<file path="config.mk">
export PLATFORM = sky130hd
export DESIGN_NAME = pkg_sized_fifo
export DESIGN_NICKNAME = d
export VERILOG_FILES = /design/src/rtl/fifo_pkg.sv /design/src/rtl/pkg_fifo_ram.sv /design/src/rtl/pkg_sized_fifo.sv
export SDC_FILE = /design/constraint.sdc
export NUM_CORES = 1
export LEC_CHECK = 0
export CAP_MARGIN = 20
export CORE_MARGIN = 10
export CORE_UTILIZATION = 50
export CTS_CLUSTER_DIAMETER = 60
export DETAILED_ROUTE_END_ITERATION = 6
export PLACE_DENSITY = 0.7
export SLEW_MARGIN = 20
export SYNTH_ARGS = -nofsm -noshare
export SYNTH_HDL_FRONTEND = slang
export SYNTH_SLANG_ARGS = --single-unit
</file>
<file path="constraint.sdc">
create_clock -name clk -period 3 [get_ports clk]
set_clock_uncertainty 0.1 [all_clocks]
set_input_delay 0.6 -clock clk [delete_from_list [all_inputs] [get_ports clk]]
set_output_delay 0.6 -clock clk [all_outputs]
set_load 0.005 [all_outputs]
</file>
<file path="src/rtl/fifo_pkg.sv">
// Shared sizing for the package-parameterised FIFO: default data MSB,
// level-counter width helper and output-mode enumeration.
package fifo_pkg;

  parameter int unsigned DATA_MSB = 7;

  typedef enum logic {FIFO_FWFT, FIFO_REG} fifo_mode_e;

  function automatic int unsigned LVL_W(input int unsigned depth);
    return $clog2(depth) + 1;
  endfunction

endpackage

</file>
<file path="src/rtl/pkg_fifo_ram.sv">
// DEPTH x (DMSB+1) storage array: one synchronous write port, asynchronous read.
// Contents are deliberately not reset.
module pkg_fifo_ram #(
  parameter int unsigned DMSB  = fifo_pkg::DATA_MSB,
  parameter int unsigned DEPTH = 8
) (
  input  logic                     clk,
  input  logic                     we,
  input  logic [$clog2(DEPTH)-1:0] waddr,
  input  logic [DMSB:0]            wdata,
  input  logic [$clog2(DEPTH)-1:0] raddr,
  output logic [DMSB:0]            rdata
);

  logic [DMSB:0] mem_q [DEPTH];

  always_ff @(posedge clk) begin
    if (we) begin
      mem_q[waddr] <= wdata;
    end
  end

  assign rdata = mem_q[raddr];

endmodule

</file>
<file path="src/rtl/pkg_sized_fifo.sv">
// Valid/ready FIFO with package-sized data, show-ahead or registered output.
// Optional almost_full output enabled by defining PKG_FIFO_AF_EN.
module pkg_sized_fifo
  import fifo_pkg::*;
#(
  parameter int unsigned DMSB   = fifo_pkg::DATA_MSB,
  parameter int unsigned DEPTH  = 8,
  parameter int unsigned FWFT   = 1,
  parameter int unsigned AF_LVL = DEPTH - 2
) (
  input  logic                       clk,
  input  logic                       rst,
  input  logic                       in_valid,
  output logic                       in_ready,
  input  logic [DMSB:0]              in_data,
  output logic                       out_valid,
  input  logic                       out_ready,
  output logic [DMSB:0]              out_data,
  output logic [LVL_W(DEPTH)-1:0]    level
`ifdef PKG_FIFO_AF_EN
  ,
  output logic                       almost_full
`endif
);

  localparam int unsigned   AW       = $clog2(DEPTH);
  localparam int unsigned   LW       = LVL_W(DEPTH);
  localparam fifo_mode_e    MODE     = (FWFT != 0) ? FIFO_FWFT : FIFO_REG;
  localparam logic [LW-1:0] LVL_FULL = LW'(DEPTH);

  if (DEPTH < 2 || (DEPTH & (DEPTH - 1)) != 0) begin : g_bad_depth
    $error("pkg_sized_fifo: DEPTH must be a power of two >= 2");
  end
  if (AF_LVL > DEPTH) begin : g_bad_af
    $error("pkg_sized_fifo: AF_LVL must not exceed DEPTH");
  end

  logic [AW-1:0] wr_ptr_q, wr_ptr_d, rd_ptr_q, rd_ptr_d;
  logic [LW-1:0] level_q, level_d;
  logic [DMSB:0] hold_q, hold_d, ram_rdata;
  logic          ovalid_q, ovalid_d;
  logic          push, pop, mem_rd;

  pkg_fifo_ram #(
    .DMSB  (DMSB),
    .DEPTH (DEPTH)
  ) u_ram (
    .clk   (clk),
    .we    (push),
    .waddr (wr_ptr_q),
    .wdata (in_data),
    .raddr (rd_ptr_q),
    .rdata (ram_rdata)
  );

  assign in_ready = (level_q != LVL_FULL);
  assign push     = in_valid & in_ready;
  assign pop      = out_valid & out_ready;
  assign level    = level_q;

  // hold_q is the last-popped word in show-ahead mode and the output stage
  // in registered mode; in registered mode level_q includes that stage.
  always_comb begin
    mem_rd    = 1'b0;
    hold_d    = hold_q;
    ovalid_d  = ovalid_q;
    out_valid = 1'b0;
    out_data  = hold_q;
    if (MODE == FIFO_FWFT) begin
      out_valid = (level_q != '0);
      out_data  = out_valid ? ram_rdata : hold_q;
      mem_rd    = pop;
      if (pop) begin
        hold_d = ram_rdata;
      end
    end else begin
      out_valid = ovalid_q;
      mem_rd    = (!ovalid_q || pop) && (level_q > LW'(ovalid_q));
      if (mem_rd) begin
        hold_d   = ram_rdata;
        ovalid_d = 1'b1;
      end else if (pop) begin
        ovalid_d = 1'b0;
      end
    end
  end

  always_comb begin
    wr_ptr_d = wr_ptr_q + AW'(push);
    rd_ptr_d = rd_ptr_q + AW'(mem_rd);
    unique case ({push, pop})
      2'b10:   level_d = level_q + LW'(1);
      2'b01:   level_d = level_q - LW'(1);
      default: level_d = level_q;
    endcase
  end

  always_ff @(posedge clk or posedge rst) begin
    if (rst) begin
      wr_ptr_q <= '0;
      rd_ptr_q <= '0;
      level_q  <= '0;
      hold_q   <= '0;
      ovalid_q <= 1'b0;
    end else begin
      wr_ptr_q <= wr_ptr_d;
      rd_ptr_q <= rd_ptr_d;
      level_q  <= level_d;
      hold_q   <= hold_d;
      ovalid_q <= ovalid_d;
    end
  end

`ifdef PKG_FIFO_AF_EN
  logic af_q;

  always_ff @(posedge clk or posedge rst) begin
    if (rst) begin
      af_q <= 1'b0;
    end else begin
      af_q <= (level_d >= LW'(AF_LVL));
    end
  end

  assign almost_full = af_q;
`endif

endmodule

</file>
Yosys cells after proc, flatten, opt, wreduce, memory -nomap -nowiden
Memories as Yosys holds them, arrays and structs flattened.
Cells that the tools add are included.
- memories kept: 1
- memory bits (writable): 64
- input bits: 12
- output and inout port bits: 14
- word-level logic and storage cells: 20
- register bits: 18
- memories (memory ; words ; width ; rd ports ; clocked after memory_dff ; wr ports ; RTL line ; source):
    u_ram.mem_q ; 8 ; 8 ; 1 ; 0 ; 1 ; pkg_fifo_ram.sv:15 ; logic [DMSB:0] mem_q [DEPTH];
- bitwise gates (word level): 2
- reductions and logical operators: 2
- muxes and demuxes: 4
- $add $sub $neg: 4
- equality and inequality tests: 3
- operators with widths (operator ; count):
    $mux 8 ; 1
    $pmux 4 s2 ; 1
    $add 3x1->3 ; 2
    $add 4x1->4 const B ; 1
    $ne 4x4->1 const B ; 1
    $reduce_bool 4->1 ; 1
    $sub 4x1->4 const B ; 1
    $and 1x1->1 ; 2
    $eq 2x1->1 const B ; 1
    $eq 2x2->1 const B ; 1
    $mux 1 ; 2
    $reduce_bool 2->1 ; 1

Longest topological paths before layout
Gate-level depths: netlist of the first run.
- depth in word-level cells: 4
- gate-level depth with buffers: 12
- mapped depth without buffers: 11

Modules after synthesis
Synthesis of the first run repeated with hierarchy kept, for this count alone.
- cell total of the unflattened synthesis: 174
- area total of the unflattened synthesis: 3493.4 um2
- modules (own cells, without submodules) (module ; times used ; cells each ; area each (um2) ; seq. area each (um2)):
    pkg_fifo_ram ; 1 ; 106 ; 2531.2 ; 1921.8
    pkg_sized_fifo ; 1 ; 68 ; 962.2 ; 450.4

Worst setup path after synthesis of the first run
OpenSTA, ideal clock, no wires.
- path type: register -> register
- start: reg level_q[1], in the netlist level[1]
- end: reg level_q[2], in the netlist level[2]
- stages on the path, launching flop included: 13
- required time: 2.768 ns
- data arrival time: 2.368 ns
- path buffers: 1
- period minus slack after synthesis: 2.600 ns
- library setup time: 0.132 ns
- path slack: 0.400 ns
- cells stage by stage: dfrtp_1 -> nor4_4 -> inv_2 -> nand2_2 -> buf_4 -> inv_1 -> ha_1 -> xor2_1 -> ha_1 -> a21oi_1 -> xor2_1 -> nor2_1 -> xor2_1
- cells in the longest elaborated chain, start to end: 4
- elaborated cells between the ends (all ways): 10
- those cells by class: 2 x add/sub; 3 x eq/ne; 1 x mux; 2 x bitwise; 2 x reduce/logical
- ends and longest elaborated chain (element ; RTL line ; source):
    start, declared ; pkg_sized_fifo.sv:39 ; logic [LW-1:0] level_q, level_d;
    start signal, assigned ; pkg_sized_fifo.sv:108 ; level_q <= level_d;
    $reduce_bool 4->1 * ; pkg_sized_fifo.sv:70 ; out_valid = (level_q != '0);
    net out_valid ; pkg_sized_fifo.sv:16 ; output logic out_valid,
    $and 1x1->1 * ; pkg_sized_fifo.sv:58 ; assign pop = out_valid & out_ready;
    net mem_rd ; pkg_sized_fifo.sv:42 ; logic push, pop, mem_rd;
    $eq 2x1->1 or $eq 2x2->1 (tied branches) ; pkg_sized_fifo.sv:91 ; unique case ({push, pop})
    $pmux 4 s2 or $reduce_bool 2->1 (tied branches) ; -- ;
The timed path passes the listed nets; every way through them passes the cells marked *.
A chain may end at the register's enable or synchronous reset.

Worst setup path after layout of the first run
- start: reg rd_ptr_q[0]
- end: out out_data[0]
- cells in the longest elaborated chain, start to end: 2
- ends and longest elaborated chain (element ; RTL line ; source):
    start, declared ; pkg_sized_fifo.sv:38 ; logic [AW-1:0] wr_ptr_q, wr_ptr_d, rd_ptr_q, rd_ptr_d;
    start signal, assigned ; pkg_sized_fifo.sv:107 ; rd_ptr_q <= rd_ptr_d;
    $mem_v2 8x8 ; -- ;
    $mux 8 ; pkg_sized_fifo.sv:71 ; out_data = out_valid ? ram_rdata : hold_q;
    end, declared ; pkg_sized_fifo.sv:18 ; output logic [DMSB:0] out_data,
Every way passes these cells.

==> flow_summary.ini, run 1 <==
[setup_path]
critical_path.endpoint_type = output port
worst-setup-path-type = reg2out
critical-path-max-stage-delay_ps = 510
crit_arrival_ps = 2230
timing.critical_path.buf_inv = 2
cp.required_ps = 2300
worstPathCellList = buf_12 > mux2_2 > o22ai_1 > a221o_1 > o21ai_1 > clkdlybuf4s50_1
critical_path.top_delay_family = buffers and inverters
rrSetupSlack_ps = 450
cp-start-kind = register
critical_path.max_fanout = 17
cpMaxStageDelayCell = sky130_fd_sc_hd__clkdlybuf4s50_1

[logic_synthesis]
synth_seq_cells = 82
synth_seq_area_share_pct = 69.6
synth-main-ff-cell = sky130_fd_sc_hd__edfxtp_1
yosys_warnings = 0
netlist_area_sq_mm = 0.00341
number_of_enable_type_register_cells_in_the_synthesized_netlist = 64
synth.most_common_cell = sky130_fd_sc_hd__edfxtp_1
yosys.area.top_type = sky130_fd_sc_hd__edfxtp_1
ys_top_cells_by_area = sky130_fd_sc_hd__edfxtp_1 56%, sky130_fd_sc_hd__dfrtp_1 13%, sky130_fd_sc_hd__mux2_2 5.6%
netlist_top_cells_count = 64 x sky130_fd_sc_hd__edfxtp_1, 20 x sky130_fd_sc_hd__nand2_1, 18 x sky130_fd_sc_hd__dfrtp_1
synth_async_sr_flop_share_pct = 22.0
post_syn_area_per_cell_sq_um = 15.6
synth_nets = 238
synth_top_area_share_pct = 56.4
synth.lib_cells_used.distinct = 33
synthesis.instances = 219

[detailed_routing]
detailedRoute.firstIterationViolations = 104
route.vias.total = 1861
ant_nets = 0
detail_route.wl_per_cell_microns = 18.7
drc_errors = 0
post_drt_via_cell_ratio = 5.35
drtPass1Iterations = 4
postRouteWirelength_microns = 6500

[sta]
tightest_slew_ps = 742
finalWorstSetupSlack_ps = 70.3
post-route-min-period_ps = 2930
hold_viol = 0
fin_tns_setup_ps = 0
finalCritPeriodShare_pct = 97.7
grt_setup_unrepaired = false
setup_violations = 0
clock.fmax_mhz = 341
relSlewSlack_pct = 50.5
final_max_slew_viol_count = 0

[global_route]
grt_pass1_wl_microns = 9890
grt_max_degree = 34
grt.total_usage_pct = 12.8
overflow = 0
via_count_of_the_first_global_routing_pass = 1851
antenna_found_initial = 0

[placed_design]
detailedPlacementHpwl_microns = 4480
detailedPlace.worstSlack_ps = 424
io_buffers = 25
placed_cell_area_sq_mm = 0.00382
placedCellCount = 331
gp_congestion = 0.730

[power]
p_leak_nw = 1.55
pwr_density_cell_mw_per_mm2 = 998
sequentialPowerShare_pct = 40.8
finalPower_mw = 4.09
pwr-share-clk_pct = 23.0
netSwitchingPower_mw = 1.25
power.internal_mw = 2.84
peakVddDrop_v = 0.000366
power.switching_fraction_pct = 30.6
share_of_total_power_in_combinational_logic_pct = 36.2

[clock_network]
tritoncts_clock_tree = done
cts_hold_repair.buffers = 0
cts_root_buffer = sky130_fd_sc_hd__clkbuf_8
number_of_sinks_on_the_clock_net = 82
ctsLongestPathBuffers = 2
post_cts_clock_slew_at_the_launch_and_capture_registers_of_the_worst_setup_and_hold_paths_ps = 80
clkLatencyLatePin_ps = 340
number_of_clock_buffers_inserted_by_tritoncts = 9
cts_setup_buffers = 0
cts-htree-levels = 3

[floorplanning]
i_o_pin_count = 26
die-width_microns = 103
floorplan.die_area_sq_mm = 0.0105
die-height_microns = 103
placement_rows = 30
core_area_sq_mm = 0.00672
start_util_pct = 50.7

[outcome]
status = finished, final reports clean

[final_layout]
insertedDiodeCount = 0
share_of_layout_cells_above_drive_strength_1_pct = 19.8
post_layout_nonfiller_instances = 348
number_of_fill_cells_in_the_layout = 517
areaGrowthSynthToFinish_pct = 20.1
layout.nets = 282
stdcell_area_sq_mm = 0.00409

[run]
timing.max_cap.violations = 0

[min_path]
hp-class = reg2reg
-- worst reg2reg max path: cells and delay by family, from the launching register on --
family / cells / cell delay, ps
simple gates: 3 / 800
flops: 1 / 490
xor+xnor: 3 / 410
compound gates: 1 / 150
fa+ha+maj: 2 / 490
-- routing by layer --
layer  part of all wire (%)  vias to the layer above  track usage (%)  wire length (microns)
met5                      0                        -                0                      0
met4                    1.5                        0             6.18                     99
met3                    5.8                        8             2.61                    374
met2                     43                       53             18.1                   2820
met1                     49                      878             18.2                   3200
li1                       -                      922                -                      -
-- flip-flops by register name (all words and copies together), names as in the netlist --
register	flops
u_ram.mem_q	64
hold_q	8
level	4
rd_ptr_q	3
wr_ptr_q	3
-- area by class of cell --
type                       count  area [sq um]  area share, %
timing repair buffer          41           413           10.1
clock buffer                   9           124           3.03
clock inverter                 7           115           2.81
tap                           80           100           2.44
sequential                    82          2370           58.0
inverter                       4          15.0          0.367
multi-input combinational    125           953           23.3
-- power groups by stage --
stage	clock (mW)	sequential, mW	combinational [mW]
floorplan	0	1.65	0.926
global route	0.999	1.69	1.63
CTS	0.956	1.66	1.50
global placement	0	1.67	1.47
detailed placement	0	1.68	1.49
finish	0.941	1.67	1.48
-- cell families after synthesis --
| logic type | after synthesis | share of synthesized area (%) |
|---|---|---|
| buf+inv | 12 | 2.46 |
| simple gates | 44 | 6.72 |
| fa+ha+maj | 7 | 2.57 |
| flops | 82 | 69.6 |
| mux | 33 | 10.3 |
| xor+xnor | 7 | 1.80 |
| compound gates | 34 | 6.57 |
-- cells in the final DEF (no fill, tap or decap) --
cell type	count
sky130_fd_sc_hd__ha_1	7
sky130_fd_sc_hd__o21ai_0	8
sky130_fd_sc_hd__nand2_1	20
sky130_fd_sc_hd__buf_12	1
sky130_fd_sc_hd__nor4_4	1
sky130_fd_sc_hd__buf_4	14
sky130_fd_sc_hd__inv_1	3
sky130_fd_sc_hd__clkinv_1	2
sky130_fd_sc_hd__o22ai_1	8
sky130_fd_sc_hd__edfxtp_1	64
sky130_fd_sc_hd__inv_6	1
sky130_fd_sc_hd__mux2i_1	16
sky130_fd_sc_hd__nor2b_1	1
sky130_fd_sc_hd__nor2_1	8
sky130_fd_sc_hd__o21ai_1	8
sky130_fd_sc_hd__a221o_1	8
sky130_fd_sc_hd__inv_2	1
sky130_fd_sc_hd__clkbuf_16	1
sky130_fd_sc_hd__mux2_2	17
sky130_fd_sc_hd__nor4b_1	1
sky130_fd_sc_hd__clkinv_4	1
sky130_fd_sc_hd__nand2b_2	1
sky130_fd_sc_hd__bufinv_16	3
sky130_fd_sc_hd__or4b_4	1
sky130_fd_sc_hd__nand3b_1	1
sky130_fd_sc_hd__xor2_1	5
sky130_fd_sc_hd__nor3_1	3
sky130_fd_sc_hd__dfrtp_1	17
sky130_fd_sc_hd__nand2_2	1
sky130_fd_sc_hd__dfrtp_2	1
sky130_fd_sc_hd__clkbuf_8	9
sky130_fd_sc_hd__nand2b_1	4
sky130_fd_sc_hd__xnor2_1	2
sky130_fd_sc_hd__dlymetal6s2s_1	5
sky130_fd_sc_hd__a2111oi_0	1
sky130_fd_sc_hd__nor4_1	1
sky130_fd_sc_hd__clkdlybuf4s50_1	20
sky130_fd_sc_hd__a21oi_1	1
sky130_fd_sc_hd__nand3_1	1
-- path summary, 6_finish.rpt --
kind,start,to,depth (start not counted)
max reg2reg,level[1]$_DFFE_PP0P_,level[2]$_DFFE_PP0P_,9
min reg2reg,hold_q[2]$_DFFE_PP0P_,hold_q[2]$_DFFE_PP0P_,2
max in group asynchronous,rst,rd_ptr_q[0]$_DFF_PP0_,2
min,hold_q[2]$_DFFE_PP0P_,hold_q[2]$_DFFE_PP0P_,2
max,rd_ptr_q[0]$_DFF_PP0_,out_data[0],6
min in group asynchronous,rst,hold_q[3]$_DFFE_PP0P_,2
-- through the flow --
stage                     utilization [%]  hold WS [ps]
after floorplan                         -           350
after global placement               56.8           362
after detailed placement             56.8           370
after CTS                            60.4           389
after global routing                 60.9           422
final                                60.9           383
-- timing repair --
item | 4_1_cts | 5_1_grt
gates resized for setup | 0 | 6
setup endpoints to repair | 0 | 4
endpoints found under the hold margin | 0 | 0
(Power assumes the default switching activity.)
==> run 2, diff against run 1 <==
- CORE_ASPECT_RATIO: unset -> 2
- GPL_ROUTABILITY_DRIVEN: unset -> 1
- HOLD_SLACK_MARGIN: unset -> 0.15
==> flow_summary.ini, run 2 (synthesis gave the netlist of run 1 again) <==
[outcome]
status = finished, final reports clean

[sta]
clock.fmax_mhz = 343
relSlewSlack_pct = 54.1
finalCritPeriodShare_pct = 97.2
finalWorstSetupSlack_ps = 83.7
fin_tns_setup_ps = 0
tightest_slew_ps = 688
final_max_slew_viol_count = 0
hold_viol = 0
post-route-min-period_ps = 2920
setup_violations = 0
grt_setup_unrepaired = false

[clock_network]
number_of_clock_buffers_inserted_by_tritoncts = 9
post_cts_clock_slew_at_the_launch_and_capture_registers_of_the_worst_setup_and_hold_paths_ps = 60
cts-htree-levels = 3
tritoncts_clock_tree = done
cts_root_buffer = sky130_fd_sc_hd__clkbuf_16
ctsLongestPathBuffers = 2
clkLatencyLatePin_ps = 330
number_of_sinks_on_the_clock_net = 82

[detailed_routing]
ant_nets = 0
detailedRoute.firstIterationViolations = 78
drc_errors = 0
drtPass1Iterations = 4
route.vias.total = 1927
postRouteWirelength_microns = 6570
post_drt_via_cell_ratio = 5.41
detail_route.wl_per_cell_microns = 18.4

[setup_path]
cp.required_ps = 2300
critical_path.endpoint_type = output port
worstPathCellList = buf_12 > mux2_2 > o22ai_1 > a221o_1 > o21ai_0 > clkdlybuf4s50_1
critical-path-max-stage-delay_ps = 530
crit_arrival_ps = 2220
timing.critical_path.buf_inv = 2
cp-start-kind = register
cpMaxStageDelayCell = sky130_fd_sc_hd__clkdlybuf4s50_1
worst-setup-path-type = reg2out
critical_path.top_delay_family = buffers and inverters
critical_path.max_fanout = 33

[min_path]
hp-class = reg2reg

[floorplanning]
die-width_microns = 78.4
die-height_microns = 137
i_o_pin_count = 26
start_util_pct = 51.5
floorplan.die_area_sq_mm = 0.0107
core_area_sq_mm = 0.00662
placement_rows = 42

[run]
timing.max_cap.violations = 0

[final_layout]
largest_register_ffs = 64
largest_register = u_ram.mem_q
most-common-layout-cells = 64 x sky130_fd_sc_hd__edfxtp_1, 23 x sky130_fd_sc_hd__clkdlybuf4s50_1, 19 x sky130_fd_sc_hd__nand2_1
share_of_layout_cells_above_drive_strength_1_pct = 20.9
areaGrowthSynthToFinish_pct = 23.3
number_of_fill_cells_in_the_layout = 537
insertedDiodeCount = 0
stdcell_area_sq_mm = 0.00420
layout.nets = 282
mostFrequentLayoutCell = sky130_fd_sc_hd__edfxtp_1

[global_route]
via_count_of_the_first_global_routing_pass = 1970
grt_pass1_wl_microns = 10600
grt.total_usage_pct = 13.4
overflow = 0
antenna_found_initial = 0
grt_max_degree = 34

[power]
peakVddDrop_v = 0.000556
pwr_density_cell_mw_per_mm2 = 1050
p_leak_nw = 1.57
finalPower_mw = 4.43

[placed_design]
io_buffers = 25
detailedPlacementHpwl_microns = 4570
placed_cell_area_sq_mm = 0.00383
detailedPlace.worstSlack_ps = 386
gp_congestion = 0.746
==> run 2: cell types whose count changed in the layout (fill, tap and decap cells not counted), sizes merged <==
cell | previous run | this run
clkdlybuf4s50 | 20 | 23
clkinv | 3 | 0
clkinvlp | 0 | 1
dlymetal6s2s | 5 | 2
buf | 15 | 16
clkbuf | 10 | 12
inv | 5 | 4
==> run 2: area by class of cell <==
| class | count | area [sq um] | share of cell area, % |
|---|---|---|---|
| repair buffers | 41 | 388 | 9.23 |
| clock buffers | 12 | 256 | 6.10 |
| well taps | 88 | 110 | 2.62 |
| flip-flops and latches | 82 | 2370 | 56.5 |
| clock inverters | 4 | 97.6 | 2.32 |
| inverters | 4 | 15.0 | 0.357 |
| multi-input cells | 125 | 963 | 22.9 |
==> run 2: where the power goes <==
part / switching [mW] / internal [mW]
logic: 0.694 / 0.799
clock network: 0.399 / 0.858
registers: 0.186 / 1.49
total: 1.28 / 3.15
==> run 2: final timing paths <==
kind,start,end,slack (ps),depth (start not counted)
max in group asynchronous,rst,rd_ptr_q[2]$_DFF_PP0_,1740,2
worst min register to register,hold_q[5]$_DFFE_PP0P_,hold_q[5]$_DFFE_PP0P_,380,2
worst max register to register,level[1]$_DFFE_PP0P_,level[3]$_DFFE_PP0P_,440,7
worst max-delay path,rd_ptr_q[0]$_DFF_PP0_,out_data[4],80,6
min in group asynchronous,rst,level[0]$_DFFE_PP0P_,580,2
worst min-delay path,hold_q[5]$_DFFE_PP0P_,hold_q[5]$_DFFE_PP0P_,380,2
==> run 2: tightest hold or removal path: stages, from the launching register on <==
cell and delay, ps:
sky130_fd_sc_hd__dfrtp_1 340, sky130_fd_sc_hd__nand2_1 50, sky130_fd_sc_hd__o21ai_0 60
==> run 2: timing repair <==
action	in CTS	in global routing
setup buffers	0	1
setup endpoints to repair	0	7
resized for setup	0	7
hold buffers	0	0
==> run 2: through the flow <==
step                      util (%)  hold slack [ps]  cells
after floorplan                  -              350    219
after global placement        57.8              364    339
after detailed placement      57.8              375    339
after CTS                     63.1              388    355
after global routing          63.5              425    356
final                         63.5              383    356
==> run 2: routing by layer <==
layer	wire [microns]	track usage (%)	vias to the layer above
met1	2320	13.2	942
met3	422	4.66	11
met5	0	0	-
met4	118	7.41	0
met2	3710	23.9	52
li1	-	-	922
